`config.mk`:
```
export PLATFORM = sky130hd
export DESIGN_NAME = skewed_acc_buffer_flat
export DESIGN_NICKNAME = d
export VERILOG_FILES = /design/src/rtl/skewed_acc_buffer_if.sv /design/src/rtl/skewed_acc_buffer.sv /design/src/flat_wrapper.sv
export SDC_FILE = /design/constraint.sdc
export NUM_CORES = 1
export LEC_CHECK = 0
export ABC_AREA = 1
export ABC_CLOCK_PERIOD_IN_PS = 4100
export BUFFER_PORTS_ARGS = -buffer_cell sky130_fd_sc_hd__buf_2
export CAP_MARGIN = 15
export CELL_PAD_IN_SITES_DETAIL_PLACEMENT = 1
export CELL_PAD_IN_SITES_GLOBAL_PLACEMENT = 2
export CORE_MARGIN = 3
export CORE_UTILIZATION = 44
export DETAILED_ROUTE_END_ITERATION = 12
export GPL_TIMING_DRIVEN = 0
export HOLD_SLACK_MARGIN = 0.12
export PLACE_DENSITY = 0.84
export REMOVE_ABC_BUFFERS = 1
export SLEW_MARGIN = 20
export SYNTH_ARGS = -nofsm -noshare
export SYNTH_HDL_FRONTEND = slang
export SYNTH_SLANG_ARGS = --single-unit
```
`constraint.sdc`:
```
create_clock -name clk -period 4.1 [get_ports clk]
set_input_delay 0.82 -clock clk [delete_from_list [all_inputs] [get_ports clk]]
set_output_delay 0.82 -clock clk [all_outputs]
set_load 0.005 [all_outputs]
```
`src/rtl/skewed_acc_buffer_if.sv`:
```
// Write/drain bus for skewed_acc_buffer: vector capture handshake on one side,
// skewed per-lane operand stream towards the systolic array on the other.
interface skewed_acc_buffer_if #(
  parameter int DATA_WIDTH = 16,
  parameter int DEPTH      = 4,
  parameter int LANES      = 2
);
  logic                          wr_valid;
  logic                          wr_last;
  logic [LANES*DATA_WIDTH-1:0]   wr_data;
  logic                          wr_ready;
  logic [$clog2(DEPTH+1)-1:0]    wr_count;
  logic                          rd_start;
  logic                          rd_reverse;
  logic                          rd_ready;
  logic [LANES-1:0]              out_valid;
  logic [LANES*DATA_WIDTH-1:0]   out_data;
  logic                          rd_done;

  modport master (
    output wr_valid, wr_last, wr_data, rd_start, rd_reverse,
    input  wr_ready, wr_count, rd_ready, out_valid, out_data, rd_done
  );

  modport slave (
    input  wr_valid, wr_last, wr_data, rd_start, rd_reverse,
    output wr_ready, wr_count, rd_ready, out_valid, out_data, rd_done
  );
endinterface

```
`src/rtl/skewed_acc_buffer.sv`:
```
// Ping-pong operand buffer: one bank captures LANES-wide vectors while the other
// drains, with lane i delayed i cycles so operands enter the array diagonally.
module skewed_acc_buffer #(
  parameter int DATA_WIDTH = 16,
  parameter int DEPTH      = 4,
  parameter int LANES      = 2,
  parameter bit SKEW_EN    = 1'b1
) (
  input logic clk,
  input logic rst,
  skewed_acc_buffer_if.slave bus
);
  localparam int VEC_W     = LANES * DATA_WIDTH;
  localparam int PTR_W     = $clog2(DEPTH);
  localparam int CNT_W     = $clog2(DEPTH + 1);
  localparam int FLUSH_CYC = SKEW_EN ? LANES - 1 : 0;
  localparam int FC_W      = $clog2(LANES + 1);
  localparam logic [FC_W-1:0]  FLUSH_LAST = FC_W'(FLUSH_CYC);
  localparam logic [PTR_W-1:0] PTR_MAX    = PTR_W'(DEPTH - 1);

  typedef enum logic [1:0] {B_EMPTY, B_FILLING, B_SEALED, B_DRAINING} bank_state_e;
  typedef enum logic [1:0] {D_IDLE, D_STREAM, D_FLUSH} drain_state_e;

  logic [VEC_W-1:0] mem [2][DEPTH];

  bank_state_e      bank_state_reg [2];
  logic [CNT_W-1:0] bank_len_reg   [2];
  logic             wr_bank_reg;
  logic             rd_bank_reg;
  logic [PTR_W-1:0] wr_ptr_reg;

  drain_state_e     state_reg, state_next;
  logic [CNT_W-1:0] issued_reg;
  logic [CNT_W-1:0] len_reg;
  logic             rev_reg;
  logic [FC_W-1:0]  flush_cnt_reg;
  logic [VEC_W-1:0] base_data_reg;
  logic             base_valid_reg;

  logic             wr_ready;
  logic             rd_ready;
  logic             wr_accept;
  logic             wr_seal;
  logic             rd_accept;
  logic             issue_en;
  logic             rd_done;
  logic             sel_rev;
  logic [CNT_W-1:0] sel_len;
  logic [CNT_W-1:0] sel_k;
  logic [PTR_W-1:0] rd_idx;

  assign wr_ready  = (bank_state_reg[wr_bank_reg] == B_EMPTY) ||
                     (bank_state_reg[wr_bank_reg] == B_FILLING);
  assign rd_ready  = (bank_state_reg[rd_bank_reg] == B_SEALED) && (state_reg == D_IDLE);
  assign wr_accept = bus.wr_valid && wr_ready;
  assign wr_seal   = bus.wr_last || (wr_ptr_reg == PTR_MAX);

  assign bus.wr_ready = wr_ready;
  assign bus.wr_count = wr_ready ? CNT_W'(wr_ptr_reg) : '0;
  assign bus.rd_ready = rd_ready;
  assign bus.rd_done  = rd_done;

  // Bank bookkeeping: write and read events never target the same bank in one cycle.
  always_ff @(posedge clk) begin
    if (rst) begin
      for (int b = 0; b < 2; b++) begin
        bank_state_reg[b] <= B_EMPTY;
        bank_len_reg[b]   <= '0;
      end
      wr_bank_reg <= 1'b0;
      rd_bank_reg <= 1'b0;
      wr_ptr_reg  <= '0;
    end else begin
      if (wr_accept) begin
        if (wr_seal) begin
          bank_state_reg[wr_bank_reg] <= B_SEALED;
          bank_len_reg[wr_bank_reg]   <= CNT_W'(wr_ptr_reg) + CNT_W'(1);
          wr_bank_reg                 <= ~wr_bank_reg;
          wr_ptr_reg                  <= '0;
        end else begin
          bank_state_reg[wr_bank_reg] <= B_FILLING;
          wr_ptr_reg                  <= wr_ptr_reg + PTR_W'(1);
        end
      end
      if (rd_accept) begin
        bank_state_reg[rd_bank_reg] <= B_DRAINING;
      end
      if (rd_done) begin
        bank_state_reg[rd_bank_reg] <= B_EMPTY;
        rd_bank_reg                 <= ~rd_bank_reg;
      end
    end
  end

  always_comb begin
    state_next = state_reg;
    rd_accept  = 1'b0;
    issue_en   = 1'b0;
    rd_done    = 1'b0;
    case (state_reg)
      D_IDLE: begin
        if (bus.rd_start && rd_ready) begin
          rd_accept  = 1'b1;
          issue_en   = 1'b1;
          state_next = D_STREAM;
        end
      end
      D_STREAM: begin
        if (issued_reg != len_reg) begin
          issue_en = 1'b1;
        end else if (FLUSH_CYC == 0) begin
          rd_done    = 1'b1;
          state_next = D_IDLE;
        end else begin
          state_next = D_FLUSH;
        end
      end
      D_FLUSH: begin
        if (flush_cnt_reg == FLUSH_LAST) begin
          rd_done    = 1'b1;
          state_next = D_IDLE;
        end
      end
      default: state_next = D_IDLE;
    endcase
  end

  // The first element is addressed from the live request, later ones from latched state.
  always_comb begin
    sel_rev = (state_reg == D_IDLE) ? bus.rd_reverse : rev_reg;
    sel_len = (state_reg == D_IDLE) ? bank_len_reg[rd_bank_reg] : len_reg;
    sel_k   = (state_reg == D_IDLE) ? '0 : issued_reg;
    rd_idx  = PTR_W'(sel_rev ? (sel_len - sel_k - CNT_W'(1)) : sel_k);
  end

  always_ff @(posedge clk) begin
    if (wr_accept) begin
      mem[wr_bank_reg][wr_ptr_reg] <= bus.wr_data;
    end
    if (issue_en) begin
      base_data_reg <= mem[rd_bank_reg][rd_idx];
    end
  end

  always_ff @(posedge clk) begin
    if (rst) begin
      state_reg      <= D_IDLE;
      base_valid_reg <= 1'b0;
      issued_reg     <= '0;
      len_reg        <= '0;
      rev_reg        <= 1'b0;
      flush_cnt_reg  <= FC_W'(1);
    end else begin
      state_reg      <= state_next;
      base_valid_reg <= issue_en;
      if (rd_accept) begin
        len_reg    <= bank_len_reg[rd_bank_reg];
        rev_reg    <= bus.rd_reverse;
        issued_reg <= CNT_W'(1);
      end else if (issue_en) begin
        issued_reg <= issued_reg + CNT_W'(1);
      end
      flush_cnt_reg <= (state_reg == D_FLUSH) ? flush_cnt_reg + FC_W'(1) : FC_W'(1);
    end
  end

  for (genvar gi = 0; gi < LANES; gi++) begin : g_lane
    localparam int LAT = SKEW_EN ? gi : 0;
    logic [DATA_WIDTH-1:0] lane_data;
    logic                  lane_valid;

    if (LAT == 0) begin : g_direct
      assign lane_data  = base_data_reg[gi*DATA_WIDTH +: DATA_WIDTH];
      assign lane_valid = base_valid_reg;
    end else begin : g_skew
      logic [DATA_WIDTH-1:0] dly_data_reg [LAT];
      logic [LAT-1:0]        dly_valid_reg;

      // Only the valid bits need clearing; data is masked at the output.
      always_ff @(posedge clk) begin
        dly_data_reg[0] <= base_data_reg[gi*DATA_WIDTH +: DATA_WIDTH];
        for (int j = 1; j < LAT; j++) begin
          dly_data_reg[j] <= dly_data_reg[j-1];
        end
        if (rst) begin
          dly_valid_reg <= '0;
        end else begin
          dly_valid_reg <= LAT'({dly_valid_reg, base_valid_reg});
        end
      end

      assign lane_data  = dly_data_reg[LAT-1];
      assign lane_valid = dly_valid_reg[LAT-1];
    end

    assign bus.out_valid[gi]                            = lane_valid;
    assign bus.out_data[gi*DATA_WIDTH +: DATA_WIDTH]     = lane_valid ? lane_data : '0;
  end
endmodule
```
`src/flat_wrapper.sv`:
```
// flat-port wrapper written by rule: the top's interface ports become plain ports
module skewed_acc_buffer_flat 
#(
  parameter int DATA_WIDTH = 16,
  parameter int DEPTH      = 4,
  parameter int LANES      = 2,
  parameter bit SKEW_EN    = 1'b1
)
  (clk, rst, bus_wr_valid, bus_wr_last, bus_wr_data, bus_rd_start, bus_rd_reverse, bus_wr_ready, bus_wr_count, bus_rd_ready, bus_out_valid, bus_out_data, bus_rd_done);
  skewed_acc_buffer_if #(.DATA_WIDTH(DATA_WIDTH), .DEPTH(DEPTH), .LANES(LANES)) bus_i ();
  input logic clk;
  input logic rst;
  input wire logic [$bits(bus_i.wr_valid)-1:0] bus_wr_valid;
  input wire logic [$bits(bus_i.wr_last)-1:0] bus_wr_last;
  input wire logic [$bits(bus_i.wr_data)-1:0] bus_wr_data;
  input wire logic [$bits(bus_i.rd_start)-1:0] bus_rd_start;
  input wire logic [$bits(bus_i.rd_reverse)-1:0] bus_rd_reverse;
  output wire logic [$bits(bus_i.wr_ready)-1:0] bus_wr_ready;
  output wire logic [$bits(bus_i.wr_count)-1:0] bus_wr_count;
  output wire logic [$bits(bus_i.rd_ready)-1:0] bus_rd_ready;
  output wire logic [$bits(bus_i.out_valid)-1:0] bus_out_valid;
  output wire logic [$bits(bus_i.out_data)-1:0] bus_out_data;
  output wire logic [$bits(bus_i.rd_done)-1:0] bus_rd_done;
  assign bus_i.wr_valid = bus_wr_valid;
  assign bus_i.wr_last = bus_wr_last;
  assign bus_i.wr_data = bus_wr_data;
  assign bus_i.rd_start = bus_rd_start;
  assign bus_i.rd_reverse = bus_rd_reverse;
  assign bus_wr_ready = bus_i.wr_ready;
  assign bus_wr_count = bus_i.wr_count;
  assign bus_rd_ready = bus_i.rd_ready;
  assign bus_out_valid = bus_i.out_valid;
  assign bus_out_data = bus_i.out_data;
  assign bus_rd_done = bus_i.rd_done;
  skewed_acc_buffer #(.DATA_WIDTH(DATA_WIDTH), .DEPTH(DEPTH), .LANES(LANES), .SKEW_EN(SKEW_EN)) u_core (.clk(clk), .rst(rst), .bus(bus_i));
endmodule
```
**Yosys cells after proc, flatten, opt, wreduce, memory -nomap -nowiden**

Memories as Yosys holds them, arrays and structs flattened. A register that Yosys moved wholly into a read port is not among the register bits.
Index checks and enable logic that the tools add are counted.

- Bits of input ports: 38
- Latch bits: 0
- Register bits: 49
- Memories: 4
- Memory bits (writable): 282
- Word-level logic and storage cells: 120
- Memory bits (read-only): 0

- $mul: 0
- Muxes and demuxes: 62
- Reductions and logical operators: 16
- $add $sub $neg: 6
- Equality and inequality tests: 10
- Divide/modulo/power cells: 0
- $lt $le $gt $ge: 3
- Shift-type cells: 0
- Bitwise logic cells: 7

Memory list:

| name | words | width | rd ports | clocked after memory_dff | write ports | RTL line | text |
|---|---|---|---|---|---|---|---|
| u_core.mem | 2 | 128 | 1 | 1 | 1 | skewed_acc_buffer.sv:24 | `logic [VEC_W-1:0] mem [2][DEPTH];` |
| u_core.g_lane[1].g_skew.dly_data_reg | 1 | 16 | 1 | 0 | 1 | skewed_acc_buffer.sv:176 | `logic [DATA_WIDTH-1:0] dly_data_reg [LAT];` |
| u_core.bank_len_reg | 2 | 3 | 1 | 1 | 2 | skewed_acc_buffer.sv:27 | `logic [CNT_W-1:0] bank_len_reg [2];` |
| u_core.bank_state_reg | 2 | 2 | 2 | 2 | 2 | skewed_acc_buffer.sv:26 | `bank_state_e bank_state_reg [2];` |

Operator list:

| kind | count |
|---|---|
| two-way mux 128 bit | 1 |
| two-way mux 32 bit | 3 |
| binary-select mux 32 bit (select 2 bit) | 1 |
| demux 32 bit (select 2 bit) | 1 |
| two-way mux 1 bit | 39 |
| two-way mux 16 bit | 2 |
| two-way mux 2 bit | 12 |
| OR reduction 2 bit | 4 |
| == test 2 x 1 -> 1 bit, second input constant | 3 |
| == test 2 bit, second input constant | 3 |
| >= comparator 3 bit, second input constant | 2 |
| NOT 2 -> 3 bit | 2 |
| one-hot mux 2 bit (3 select lines) | 1 |
| adder 2 x 1 -> 2 bit, second input constant | 2 |
| logical AND 1 bit | 4 |
| zero test 2 bit | 2 |
| inequality test 2 bit, second input constant | 2 |
| adder 2 x 1 -> 3 bit, second input constant | 1 |
| adder 3 x 1 -> 3 bit, second input constant | 1 |
| less-than comparator 3 x 1 -> 1 bit, second input constant | 1 |
| two-way mux 3 bit | 1 |
| inequality test 3 bit | 1 |
| NOT 1 bit | 3 |
| AND reduction 3 bit | 1 |
| other kinds (9) | 11 |

**Depth between registers and ports, before layout**

Gate-level depths: netlist (run 1).

- Word-level depth: 11
- Depth in mapped cells: 14
- Gate-level depth less buffers: 11

**Worst setup path after synthesis (run 1)**

OpenSTA, ideal clock, no wires.

- Path kind: in2reg
- From: in bus_wr_valid
- To: mem u_core.mem[0][0] in the netlist's numbering, enable pin
- Stages: 4
- Path slack: 1.028 ns
- Library setup time: 0.421 ns
- Data arrival time: 2.651 ns
- Required time: 3.679 ns
- Path through: inv_1 -> nor2_1 -> nand2_1 -> nor2_1

- Longest elaborated chain between the ends: 3

RTL lines:

| what | RTL line | text |
|---|---|---|
| start: declaration | flat_wrapper.sv:13 | `input wire logic [$bits(bus_i.wr_valid)-1:0] bus_wr_valid;` |
| logical AND 1 bit | skewed_acc_buffer.sv:55 | `assign wr_accept = bus.wr_valid && wr_ready;` |
| two-way mux 1 bit | skewed_acc_buffer.sv:137 | `if (wr_accept) begin` |
| two-way mux 128 bit (implied by the code) | skewed_acc_buffer.sv:138 | `mem[wr_bank_reg][wr_ptr_reg] <= bus.wr_data;` |
| end: declaration | skewed_acc_buffer.sv:24 |  |

Every way passes these cells.

==> results of run 1 <==
[worst paths after layout]
path | start | to | slack [ns] | cells past startpoint
max | register | u_core.base_data_reg[4]$_DFFE_PP_ | 0.30 | 10
min | u_core.base_data_reg[19]$_DFFE_PP_ | u_core.g_lane[1].g_skew.dly_data_reg[0][3]$_DFF_P_ | 0.34 | 0
max reg2reg | register | u_core.base_data_reg[4]$_DFFE_PP_ | 0.30 | 10
min reg2reg | u_core.base_data_reg[19]$_DFFE_PP_ | u_core.g_lane[1].g_skew.dly_data_reg[0][3]$_DFF_P_ | 0.34 | 0
[power by group through the flow]
stage / logic, uW / registers (uW) / clock network, uW
after floorplan: 453 / 4000 / 0
after global placement: 722 / 4030 / 0
after detailed placement: 784 / 4010 / 0
after CTS: 793 / 3940 / 3360
after global routing: 900 / 3950 / 3510
final: 794 / 3940 / 3300
[final cells by class]
type / instances / share of cell area, %
Inverter: 67 / 1.626
Multi-Input combinational cell: 749 / 21.68
Antenna cell: 2 / 0.03173
Timing Repair Buffer: 91 / 4.744
Clock inverter: 17 / 1.388
Tap cell: 390 / 3.094
Sequential cell: 333 / 61.20
Clock buffer: 46 / 6.235
[layout by cell type, fill, tap and decap left out, types with 3 or more instances in the layout]
| cell | n |
|---|---|
| nand3_1 | 81 |
| a21oi_1 | 4 |
| ha_1 | 7 |
| buf_16 | 9 |
| o21ai_1 | 8 |
| nor3_1 | 3 |
| mux2i_1 | 34 |
| inv_1 | 64 |
| buf_12 | 6 |
| clkinv_2 | 4 |
| edfxtp_1 | 298 |
| nor2_1 | 22 |
| dfxtp_1 | 34 |
| clkbuf_1 | 6 |
| o21ai_0 | 30 |
| nand3_2 | 3 |
| nor2_4 | 8 |
| bufinv_16 | 5 |
| clkinv_1 | 3 |
| buf_2 | 76 |
| clkbuf_16 | 37 |
| nand2_1 | 533 |
| clkinvlp_4 | 5 |
[per-stage QoR]
| stage | area (sq um) | TNS [ns] |
|---|---|---|
| after floorplan | 13200 | -161.98 |
| after global placement | 14070 | -761.51 |
| after detailed placement | 14540 | 0 |
| after CTS | 15740 | 0 |
| after global routing | 15770 | 0 |
| final | 15770 | 0 |
[worst max-delay path, stage by stage (launching register included)]
cell	delay (ns)
dfxtp_4	0.80
buf_16	0.31
inv_6	0.18
nand2_1	0.13
nand3_1	0.07
nand3_1	0.10
nand3_2	0.74
nand2_2	0.84
buf_16	0.24
nand2_1	0.07
nand2_1	0.07
[kinds of logic after synthesis]
logic type	count (synthesis)	share of synthesized area, %
compound gates	46	1.788
xor+xnor	2	0.1297
fa+ha+maj	7	0.6484
buf+inv	126	4.104
flops	333	71.44
mux	34	2.520
other cells	1	0.02776
simple gates	658	19.34
[metal layers]
metal	up-vias	track usage [%]	part of all wire, %
li1	4165	-	-
met1	4335	24.13	41
met2	159	37.53	53
met3	54	2.939	4.0
met4	2	4.388	1.8
met5	-	0	0.039
==> results.md, run 1 <==
- The internal power of the cells totals 6122 uW.
- Setup repair after global routing left no endpoint under its margin.
- Subtracting the final worst setup slack from the clock period gives 3.804 ns.
- The area of the die is 0.03284 sq mm.
- Timing analysis after detailed placement gives a worst setup slack of 0.05004 ns.
- The synthesized design devotes to its leading area cell type 66.25% of total area.
- The period utilization is 92.77%.
- The number of flops mapped to enable cells by yosys is 298.
- The number of hold buffers added after CTS was 0.
- For this run, the total global-route usage over all layers was measured as 19.93%.
- The buffer levels on the longest clock path is 3.
- The height of the die is 181.2 microns.
- The clock group share of total power is 41.1%.
- In this run the core area contains 63 standard-cell rows.
- The number of placed I/O pins is 78.
- The residual antenna-violating net count after detailed routing is 0.
- After synthesis, the share of flip-flops with an asynchronous set or reset is 0%.
- The post-route netlist has 12.82% of its cells at a drive strength greater than 1.
- In this run, CTS created clock tree buffers numbering 36.
- Across all layers, the routed design uses 8715 vias.
- For this run, design rule violations remaining after detail routing come to 0.
- In the synthesized netlist the dominant register cell turns out to be edfxtp_1.
- The residual overflow from global routing is 0.
- The number of placed instances, taps included, is 1629.
- TritonCTS built the clock tree.
- The gate count after technology mapping is 1207.
- The max-capacitance violation count is 0.
- Input and output buffers added on the ports amount to 76.
- The number of global-route vias before repair is 9225.
- Setup slack closes at 0.2962 ns.
- The post-CTS repair timing setup buffer count is 0.
- Final hold analysis gives a worst-case slack of 0.3382 ns.
- After layout, the design draws a total of 8031 uW.
- The arrival time at the worst endpoint is 4.17 ns.
- The detailed-route vias per instance is 5.142.
- The die width is 181.2 microns.
- The distinct cell type count of the synthesized netlist is 29.
- Between clock sinks in the finished design, the worst skew comes to 0.01521 ns.
- The initial antenna violation count came to 2.
- The first detailed-routing pass took 5 iterations.
- In the final layout, the multi-input gates occupy 0.003420 sq mm.
- The biggest area contributor in the post-synthesis netlist is edfxtp_1.
- Once the clock tree was built, the resizer swapped 0 gates to a different size.
- The global-route wire length before repair is 51050 microns.
- The starting density of the core is 45.09%.
- The number of fill cells is 3173.
- By area the synthesized netlist is led by edfxtp_1, nand2_1, dfxtp_1, nand3_1, mux2i_1.
- By count the netlist is led by nand2_1, edfxtp_1, nand3_1.
- After synthesis, the mean cell area works out to 11.19 sq um.
- The worst vdd rail ir drop is 0.3504 mV.
- The first routing iteration left 489 violations.
- At the end of the flow the core is filled with cells to 52.66%.
- The max-slew violation count is 0.
- CTS placed an instance of clkbuf_16 at the clock tree root.
- For this design the ratio of total power to cell area is 509.2 mW/mm^2.
- The kind of path behind the tightest hold check is register to register.
- The final-report hold violation count came to 0.
- The achievable frequency is 0.2629 GHz.
- The worst-margin pin slew is 1.195 ns.
- STA classifies the critical path startpoint as a register.
- Sequential cells account for 49.1% of the total power.
- The area of the core is 0.02995 sq mm.
- The final layout contains 1323 nets.
- In this run switching power makes up 23.77% of total power.
- The library cell with the highest instance count after synthesis is nand2_1.
- The later pin in the worst-skew pair is clocked with a latency of 0.51 ns.
- STA puts the critical path data required time at 4.47 ns.
- The total clock sinks is 333.
- Compared with the post-synthesis result, the final layout area differs by 16.78%.
- The sequential cells in the finished layout cover a total of 0.009653 sq mm.
- The run finished with clean final reports.
- In the final routed layout, each cell accounts on average for 19.48 microns.
- Yosys printed 0 warnings.
- In this run the worst path has a maximum fanout of 51.
- The critical path in this run is classified as register to register.
- The combinational group share of total power is 9.9%.
- Counting flops and latches in the post-synthesis netlist gives 333.
- In this run the static leakage power is 0.006418 uW.
- The post-detailed-routing wire length is 33020 microns.
- The maximum number of pins on one net before global-route repair is 97.
- The number of flip-flops under the largest register name is 256.
- The analysis attributes to net switching a power of 1909 uW.
- The maximum level of the CTS H-tree is 2.
- The clock edge transition at the registers on the reported setup and hold paths is 0.06 ns.
- The weighted congestion at the end of routability-driven global placement is 0.7322.
- Summing the sequential cell areas from Yosys gives 71.44% of the chip area.
- The worst pin sits at a relative slew slack of 20.26%.
- The HPWL after detailed placement is 18810 microns.
- The number of endpoints failing setup at the final stage is 0.
- The category of the worst setup path capture point is a register.
- Summing every instance area after synthesis gives 0.01351 sq mm.
- The finished layout holds 1695 standard cells, fillers aside.
Power figures use the tool's default switching activity.
==> inputs of run 2 (changes only) <==
--- a/config.mk
+++ b/config.mk
@@ -5,14 +5,13 @@
 export SDC_FILE = /design/constraint.sdc
 export NUM_CORES = 1
 export LEC_CHECK = 0
-export ABC_AREA = 1
 export ABC_CLOCK_PERIOD_IN_PS = 4100
 export BUFFER_PORTS_ARGS = -buffer_cell sky130_fd_sc_hd__buf_2
 export CAP_MARGIN = 15
 export CELL_PAD_IN_SITES_DETAIL_PLACEMENT = 1
 export CELL_PAD_IN_SITES_GLOBAL_PLACEMENT = 2
 export CORE_MARGIN = 3
-export CORE_UTILIZATION = 44
+export CORE_UTILIZATION = 47
 export DETAILED_ROUTE_END_ITERATION = 12
 export GPL_TIMING_DRIVEN = 0
 export HOLD_SLACK_MARGIN = 0.12
==> results.md, run 2 <==
- The run finished with clean final reports.
- The share of final-layout standard cells stronger than drive strength 1 came to 19.81% (+7.0 points).
- The warning count from the yosys run is 0 (unchanged).
- The fraction of registers with async set/reset came to 0% (unchanged).
- The distinct cell type count of the synthesized netlist is 48 (+66%).
- The area of the core is 0.03164 sq mm (+5.6%).
- The initial antenna violation count was 2 (unchanged).
- The buffer levels on the longest clock path is 3 (unchanged).
- In this run the clock root is driven by a clkbuf_16.
- The count of port buffers added during placement is 76 (unchanged).
- From synthesis to final layout, the design area changed by 16.60%.
- The number of flops mapped to enable cells by yosys was 298 (unchanged).
- The residual overflow from global routing came to 0 (unchanged).
- The total iterations of the first detailed-routing run is 6 (+1).
- The starting density of the core is 47.81% (+2.7 points).
- The number of nets in the layout is 1171 (-11%).
- The total power density per cell area is 527.8 mW/mm^2 (+3.7%).
- After synthesis, the cell types taking the most area are edfxtp_1, a221oi_1, o21a_1, o211ai_1, dfxtp_1.
- The weighted congestion at the end of routability-driven global placement was 0.7186 (-1.9%).
- Summed over all instances, the cell type with the most area after synthesis is edfxtp_1.
- The total net switching power was 2555 uW (+34%).
- The final core area utilization is 55.74% (+3.1 points).
- The synthesized area per cell is 13.82 sq um (+24%).
- The maximum clock skew at final layout was 0.01112 ns (-0.004087 ns).
- The kind of start point of the critical path is a register.
- The combinational group share of total power is 20.7% (+11 points).
- The maximum level of the CTS H-tree is 2 (unchanged).
- The number of remaining DRC errors is 0 (unchanged).
- The number of endpoints failing setup at the final stage is 0 (unchanged).
- The worst-path maximum fanout is 50 (-2.0%).
- The achievable frequency was 0.2546 GHz (-3.2%).
- The residual antenna-violating net count after detailed routing came to 0 (unchanged).
- The type of the worst setup path is register to register.
- The worst max-slew margin expressed relative to the limit was 38.76% (+19 points).
- The slowest stage of the critical path is the dfxtp_4 cell.
- The height of the die is 185.4 microns (+2.3%).
- Leaving out fill and tap cells, the most frequent cell in the layout is edfxtp_1.
- The cell-internal power is 6753 uW (+10%).
- The post-cts sizing count came to 0 (unchanged).
- In the synthesized netlist the dominant register cell turns out to be edfxtp_1.
- The max-capacitance violation count is 0 (unchanged).
- The clock tree from TritonCTS is yes.
- The worst vdd rail ir drop was 0.3192 mV (-8.9%).
- The area of the die was 0.03437 sq mm (+4.7%).
- The arrival time at the worst endpoint is 4.31 ns (+0.14 ns).
- The maximum number of pins on one net before global-route repair is 73 (-25%).
- The clock edge transition at the registers on the reported setup and hold paths is 0.06 ns (about the same).
- The gate count after technology mapping is 1094 (-9.4%).
- The total standard cell area after synthesis came to 0.01512 sq mm (+12%).
- The max-slew violation count came to 0 (unchanged).
- Among all cell types in the netlist, the one instantiated most often is edfxtp_1.
- The minimum hold slack is 0.3402 ns (+0.002045 ns).
- The number of placed I/O pins is 78 (unchanged).
- The post-detailed-placement half-perimeter wirelength is 24370 microns (+30%).
- The global-route wire length before repair was 64040 microns (+25%).
- In this run the worst hold path is classified as register to register.
- The flop and latch count out of synthesis is 333 (unchanged).
- The post-cts hold buffer count is 0 (unchanged).
- Setup repair after global routing left no endpoint under its margin.
- The number of flip-flops under the largest register name is 256 (unchanged).
- The overall via count from detail_route was 10290 (+18%).
- The maximum single-stage delay on the critical path is 0.59 ns (-0.25 ns).
- The signal on the critical path passes through buf_16 -> or2_1 -> o21ai_0 -> ha_1 -> a211oi_4 -> buf_8 -> buf_8 -> buf_6 -> buf_6 -> a221oi_1 -> a22oi_1 -> mux2_2.
- The period utilization is 95.80% (+3.0 points).
- The source-to-sink clock delay at the later pin of the worst-skew pair is 0.52 ns (about the same).
- The violation count after the first detailed-route iteration was 697 (+43%).
- The total placed cells including tap cells is 1486 (-8.8%).
- The number of global-route vias before repair came to 10910 (+18%).
- The post-detailed-routing wire length is 41530 microns (+26%).
- The total negative slack is 0 ns (unchanged).
- The static leakage is 0.005797 uW (-9.7%).
- The required time of the worst setup path is 4.48 ns (about the same).
- The total clock sinks is 333 (unchanged).
- The standard-cell row count is 65 (+3.2%).
- The switching share of power was 27.45% (+3.7 points).
- The die width is 185.4 microns (+2.3%).
- The total power after layout is 9309 uW (+16%).
- The final-report hold violation count is 0 (unchanged).
- In the layout the commonest cells are edfxtp_1, o21a_1, o211ai_1, a221oi_1, buf_2.
- The average wire per cell in the routed design came to 26.73 microns (+37%).
- The sequential-to-total area share from yosys stat was 63.80% (-7.6 points).
- The clock group share of total power is 35.8% (-5.3 points).
- The category of the worst setup path capture point is a register.
- The overall fraction of global-route tracks in use is 24.12% (+4.2 points).
- The total clock buffers created by CTS is 38 (+5.6%).
- The final non-filler cell total was 1554 (-8.3%).
- The top cell type's share of synthesized area was 59.17% (-7.1 points).
- The time the worst path needs with I/O delays and setup is 3.928 ns (+0.1239 ns).
- Sorting the synthesized cells by how often they occur yields edfxtp_1, o21a_1, a221oi_1, o211ai_1, clkbuf_1.
- The register share of total power is 43.4% (-5.7 points).
- The worst-margin pin slew is 0.9173 ns (-0.2775 ns).
- The detailed-route vias per instance is 6.619 (+29%).
- The number of fill cells is 3016 (-4.9%).
run 2: kinds of logic after synthesis:
logic type | synth area share [%]
multiplexers | 3.226
AO/OA/AOI/OAI | 24.40
buffers and inverters | 3.847
flip-flops | 63.80
adder cells (fa/ha/maj) | 0.5791
AND/OR/NAND/NOR | 3.599
other | 0.02479
XOR/XNOR | 0.5212
run 2: routing by layer:
metal,wire length (microns),track usage (%),up-vias
met1,17400,31.31,5323
met5,27,0,-
met4,896,6.753,4
met3,2183,3.476,76
li1,-,-,4574
met2,21030,42.40,309
run 2: worst max-delay path: cells and delay by family, from the launching register on:
kind,cells,cell delay (ns)
mux,1,0.21
buf+inv,5,1.09
simple gates,1,0.32
fa+ha+maj,1,0.45
compound gates,4,1.09
flops,1,0.59
run 2: through the flow:
| step | area (sq um) | setup WS, ns |
|---|---|---|
| 2_1_floorplan | 14580 | -4.886 |
| 3_3_place_gp | 15460 | -13.38 |
| 3_5_place_dp | 16380 | 0.1652 |
| 4_1_cts | 17590 | 0.05108 |
| 5_1_grt | 17630 | 0.05745 |
| 6_report | 17640 | 0.1723 |
run 2: power by group through the flow:
stage	Sequential (uW)	Clock (uW)	Combinational, uW
6_report	4040	3340	1930
5_1_grt	4060	3530	2090
4_1_cts	4050	3380	1920
3_5_place_dp	4120	0	1900
3_3_place_gp	4190	0	1540
2_1_floorplan	4110	0	1070
run 2: layout make-up:
| class | count | area (sq um) | area share, % |
|---|---|---|---|
| Tap cell | 402 | 503.0 | 2.852 |
| Sequential cell | 333 | 9661 | 54.78 |
| Antenna cell | 1 | 2.502 | 0.01419 |
| Timing Repair Buffer | 118 | 1251 | 7.095 |
| Multi-Input combinational cell | 625 | 4966 | 28.16 |
| Clock inverter | 14 | 182.7 | 1.036 |
| Inverter | 10 | 40.04 | 0.2270 |
| Clock buffer | 51 | 1030 | 5.839 |
run 2: path summary, 6_finish.rpt:
check	start	endpoint	slack, ns	cells after the start
max	u_core.state_reg[1]$_SDFFE_PP0P_	u_core.base_data_reg[23]$_DFFE_PP_	0.17	12
min	u_core.base_data_reg[29]$_DFFE_PP_	u_core.g_lane[1].g_skew.dly_data_reg[0][13]$_DFF_P_	0.34	0
max reg2reg	u_core.state_reg[1]$_SDFFE_PP0P_	u_core.base_data_reg[23]$_DFFE_PP_	0.17	12
min reg2reg	u_core.base_data_reg[29]$_DFFE_PP_	u_core.g_lane[1].g_skew.dly_data_reg[0][13]$_DFF_P_	0.34	0
run 2: what timing repair did:
| action | 4_1_cts | 5_1_grt |
|---|---|---|
| buffers inserted | 0 | 2 |
| setup endpoints to repair | 0 | 4 |
| endpoints found under the hold margin | 0 | 0 |
==> inputs of run 3 (changes only) <==
--- a/config.mk
+++ b/config.mk
@@ -5,17 +5,14 @@
 export SDC_FILE = /design/constraint.sdc
 export NUM_CORES = 1
 export LEC_CHECK = 0
-export ABC_CLOCK_PERIOD_IN_PS = 4100
 export BUFFER_PORTS_ARGS = -buffer_cell sky130_fd_sc_hd__buf_2
 export CAP_MARGIN = 15
-export CELL_PAD_IN_SITES_DETAIL_PLACEMENT = 1
-export CELL_PAD_IN_SITES_GLOBAL_PLACEMENT = 2
 export CORE_MARGIN = 3
-export CORE_UTILIZATION = 47
+export CORE_UTILIZATION = 58
 export DETAILED_ROUTE_END_ITERATION = 12
 export GPL_TIMING_DRIVEN = 0
 export HOLD_SLACK_MARGIN = 0.12
-export PLACE_DENSITY = 0.84
+export PLACE_DENSITY = 0.76
 export REMOVE_ABC_BUFFERS = 1
 export SLEW_MARGIN = 20
 export SYNTH_ARGS = -nofsm -noshare
==> results.md, run 3 (synthesis gave the netlist of run 2 again) <==
- The number of global-route vias before repair is 10130 (-7.1%).
- The maximum clock skew at final layout is 0.02097 ns (+0.009844 ns).
- The total iterations of the first detailed-routing run was 6 (unchanged).
- The maximum level of the CTS H-tree was 2 (unchanged).
- The time the worst path needs with I/O delays and setup was 3.772 ns (-0.1555 ns).
- The worst setup path is captured at a register.
- Relative to the synthesized area, the layout overhead comes to 15.06%.
- The worst vdd rail ir drop is 0.2877 mV (-9.9%).
- The height of the die is 167.5 microns (-9.7%).
- The buffer levels on the longest clock path is 3 (unchanged).
- The number of endpoints failing setup at the final stage is 0 (unchanged).
- CTS placed an instance of clkbuf_16 at the clock tree root.
- The worst max-slew margin expressed relative to the limit came to 44.10% (+5.3 points).
- The violation count after the first detailed-route iteration is 1190 (+71%).
- The residual overflow from global routing is 0 (unchanged).
- The overall fraction of global-route tracks in use is 25.65% (+1.5 points).
- The worst-path maximum fanout was 46 (-8.0%).
- The initial antenna violation count was 4 (+2).
- The number of fill cells is 1723 (-43%).
- The residual antenna-violating net count after detailed routing was 0 (unchanged).
- The final non-filler cell total is 1478 (-4.9%).
- The achievable frequency is 0.2651 GHz (+4.1%).
- The required time of the worst setup path is 4.48 ns (about the same).
- The number of nets in the layout is 1165 (-0.51%).
- The total clock sinks is 333 (unchanged).
- The share of final-layout standard cells stronger than drive strength 1 is 19.37% (-0.44 points).
- The kind of start point of the critical path is a register.
- The post-cts sizing count is 0 (unchanged).
- The total power density per cell area came to 519.5 mW/mm^2 (-1.6%).
- The weighted congestion at the end of routability-driven global placement came to 0.7708 (+7.3%).
- The post-detailed-placement half-perimeter wirelength is 21310 microns (-13%).
- The number of placed I/O pins is 78 (unchanged).
- The detailed-route vias per instance came to 6.882 (+4.0%).
- The clock edge transition at the registers on the reported setup and hold paths is 0.06 ns (about the same).
- Leaving out fill and tap cells, the most frequent cells in the layout are edfxtp_1, o21a_1, o211ai_1, a221oi_1, buf_2.
- The die width is 167.5 microns (-9.7%).
- The uppermost signal routing layer after detailed routing is met5.
- The sum of met2 wire segment lengths after detailed routing came to 18130 microns (-14%).
- The area of the core was 0.02540 sq mm (-20%).
- The total power after layout came to 9040 uW (-2.9%).
- The post-cts hold buffer count is 0 (unchanged).
- The count of port buffers added during placement is 76 (unchanged).
- The overall via count from detail_route is 10170 (-1.1%).
- The max-slew violation count is 0 (unchanged).
- The starting density of the core came to 59.55% (+12 points).
- The standard-cell row count is 58 (-11%).
- The post-CTS repair timing setup buffer count is 0 (unchanged).
- The total clock buffers created by CTS is 36 (-5.3%).
- The number of remaining DRC errors is 0 (unchanged).
- The period utilization is 92.00% (-3.8 points).
- The total placed cells including tap cells is 1412 (-5.0%).
- The post-detailed-routing wire length was 36470 microns (-12%).
- The arrival time at the worst endpoint is 4.15 ns (-0.16 ns).
- The wire length on met3 is 2727 microns (+25%).
- The type of the worst setup path is register to register.
- The run finished with clean final reports.
- The number of flip-flops under the largest register name is 256 (unchanged).
- The maximum number of pins on one net before global-route repair came to 73 (unchanged).
- The routed metal-1 wire length is 14900 microns (-14%).
- The tightest min-delay check is of the register to register type.
- The max-capacitance violation count was 0 (unchanged).
- The clock tree from TritonCTS is yes.
- The global-route wire length before repair is 56600 microns (-12%).
- The average wire per cell in the routed design came to 24.68 microns (-7.7%).
- The area of the die is 0.02805 sq mm (-18%).
- The static leakage is 0.005736 uW (-1.0%).
- The final-report hold violation count is 0 (unchanged).
- The leading cell type in the layout, fill and taps excluded is edfxtp_1.
- Setup repair after global routing left no endpoint under its margin.
- The source-to-sink clock delay at the later pin of the worst-skew pair came to 0.52 ns (about the same).
- The worst-margin pin slew is 0.8385 ns (-0.07877 ns).
==> run 3: metrics by stage <==
stage	setup TNS (ns)	util [%]	hold slack (ns)	setup WS (ns)	area, sq um
after global routing	0	68.51	0.3442	0.08512	17400
after floorplan	-185.73	-	0.3233	-4.886	14580
after CTS	0	68.50	0.3404	0.3759	17400
final	0	68.52	0.3385	0.3278	17400
after detailed placement	0	64.01	0.3269	0.4187	16260
after global placement	-603.28	60.53	0.3238	-12.18	15370
==> run 3: cell type report <==
cell class | instances | area (sq um) | area share (%)
clock buffer | 46 | 979.7 | 5.629
timing repair buffer | 114 | 1180 | 6.780
antenna | 2 | 5.005 | 0.02876
inverter | 10 | 40.04 | 0.2301
sequential | 333 | 9661 | 55.51
multi-input combinational | 625 | 4966 | 28.54
tap | 330 | 412.9 | 2.373
clock inverter | 18 | 158.9 | 0.9131
==> run 3: critical path, stage by stage (launching register included) <==
cell	delay (ns)
dfxtp_4	0.74
or2_1	0.36
o21ai_0	0.15
ha_1	0.42
a211oi_4	0.59
buf_8	0.25
buf_6	0.20
buf_6	0.18
buf_6	0.18
a221oi_1	0.10
a22oi_1	0.23
mux2_2	0.19
==> run 3: worst paths after layout <==
| path | start | endpoint | slack (ns) | cells past startpoint |
|---|---|---|---|---|
| worst min register to register | u_core.base_data_reg[28]$_DFFE_PP_ | u_core.g_lane[1].g_skew.dly_data_reg[0][12]$_DFF_P_ | 0.34 | 0 |
| worst min-delay path | u_core.base_data_reg[28]$_DFFE_PP_ | u_core.g_lane[1].g_skew.dly_data_reg[0][12]$_DFF_P_ | 0.34 | 0 |
| worst max register to register | u_core.state_reg[0]$_SDFFE_PP0P_ | u_core.base_data_reg[21]$_DFFE_PP_ | 0.33 | 11 |
| worst max-delay path | u_core.state_reg[0]$_SDFFE_PP0P_ | u_core.base_data_reg[21]$_DFFE_PP_ | 0.33 | 11 |
==> run 3: metal layers <==
layer / track usage (%) / up-vias
li1: - / 4573
met1: 34.58 / 5101
met2: 42.43 / 417
met3: 4.580 / 77
met4: 9.036 / 4
met5: 0 / -
==> run 3: power breakdown <==
| part | leakage [uW] | switching [uW] | total [uW] | internal [uW] |
|---|---|---|---|---|
| clock network | 0.000561 | 1270 | 3140 | 1870 |
| registers | 0.00301 | 112 | 4050 | 3940 |
| logic | 0.00217 | 1060 | 1850 | 787 |
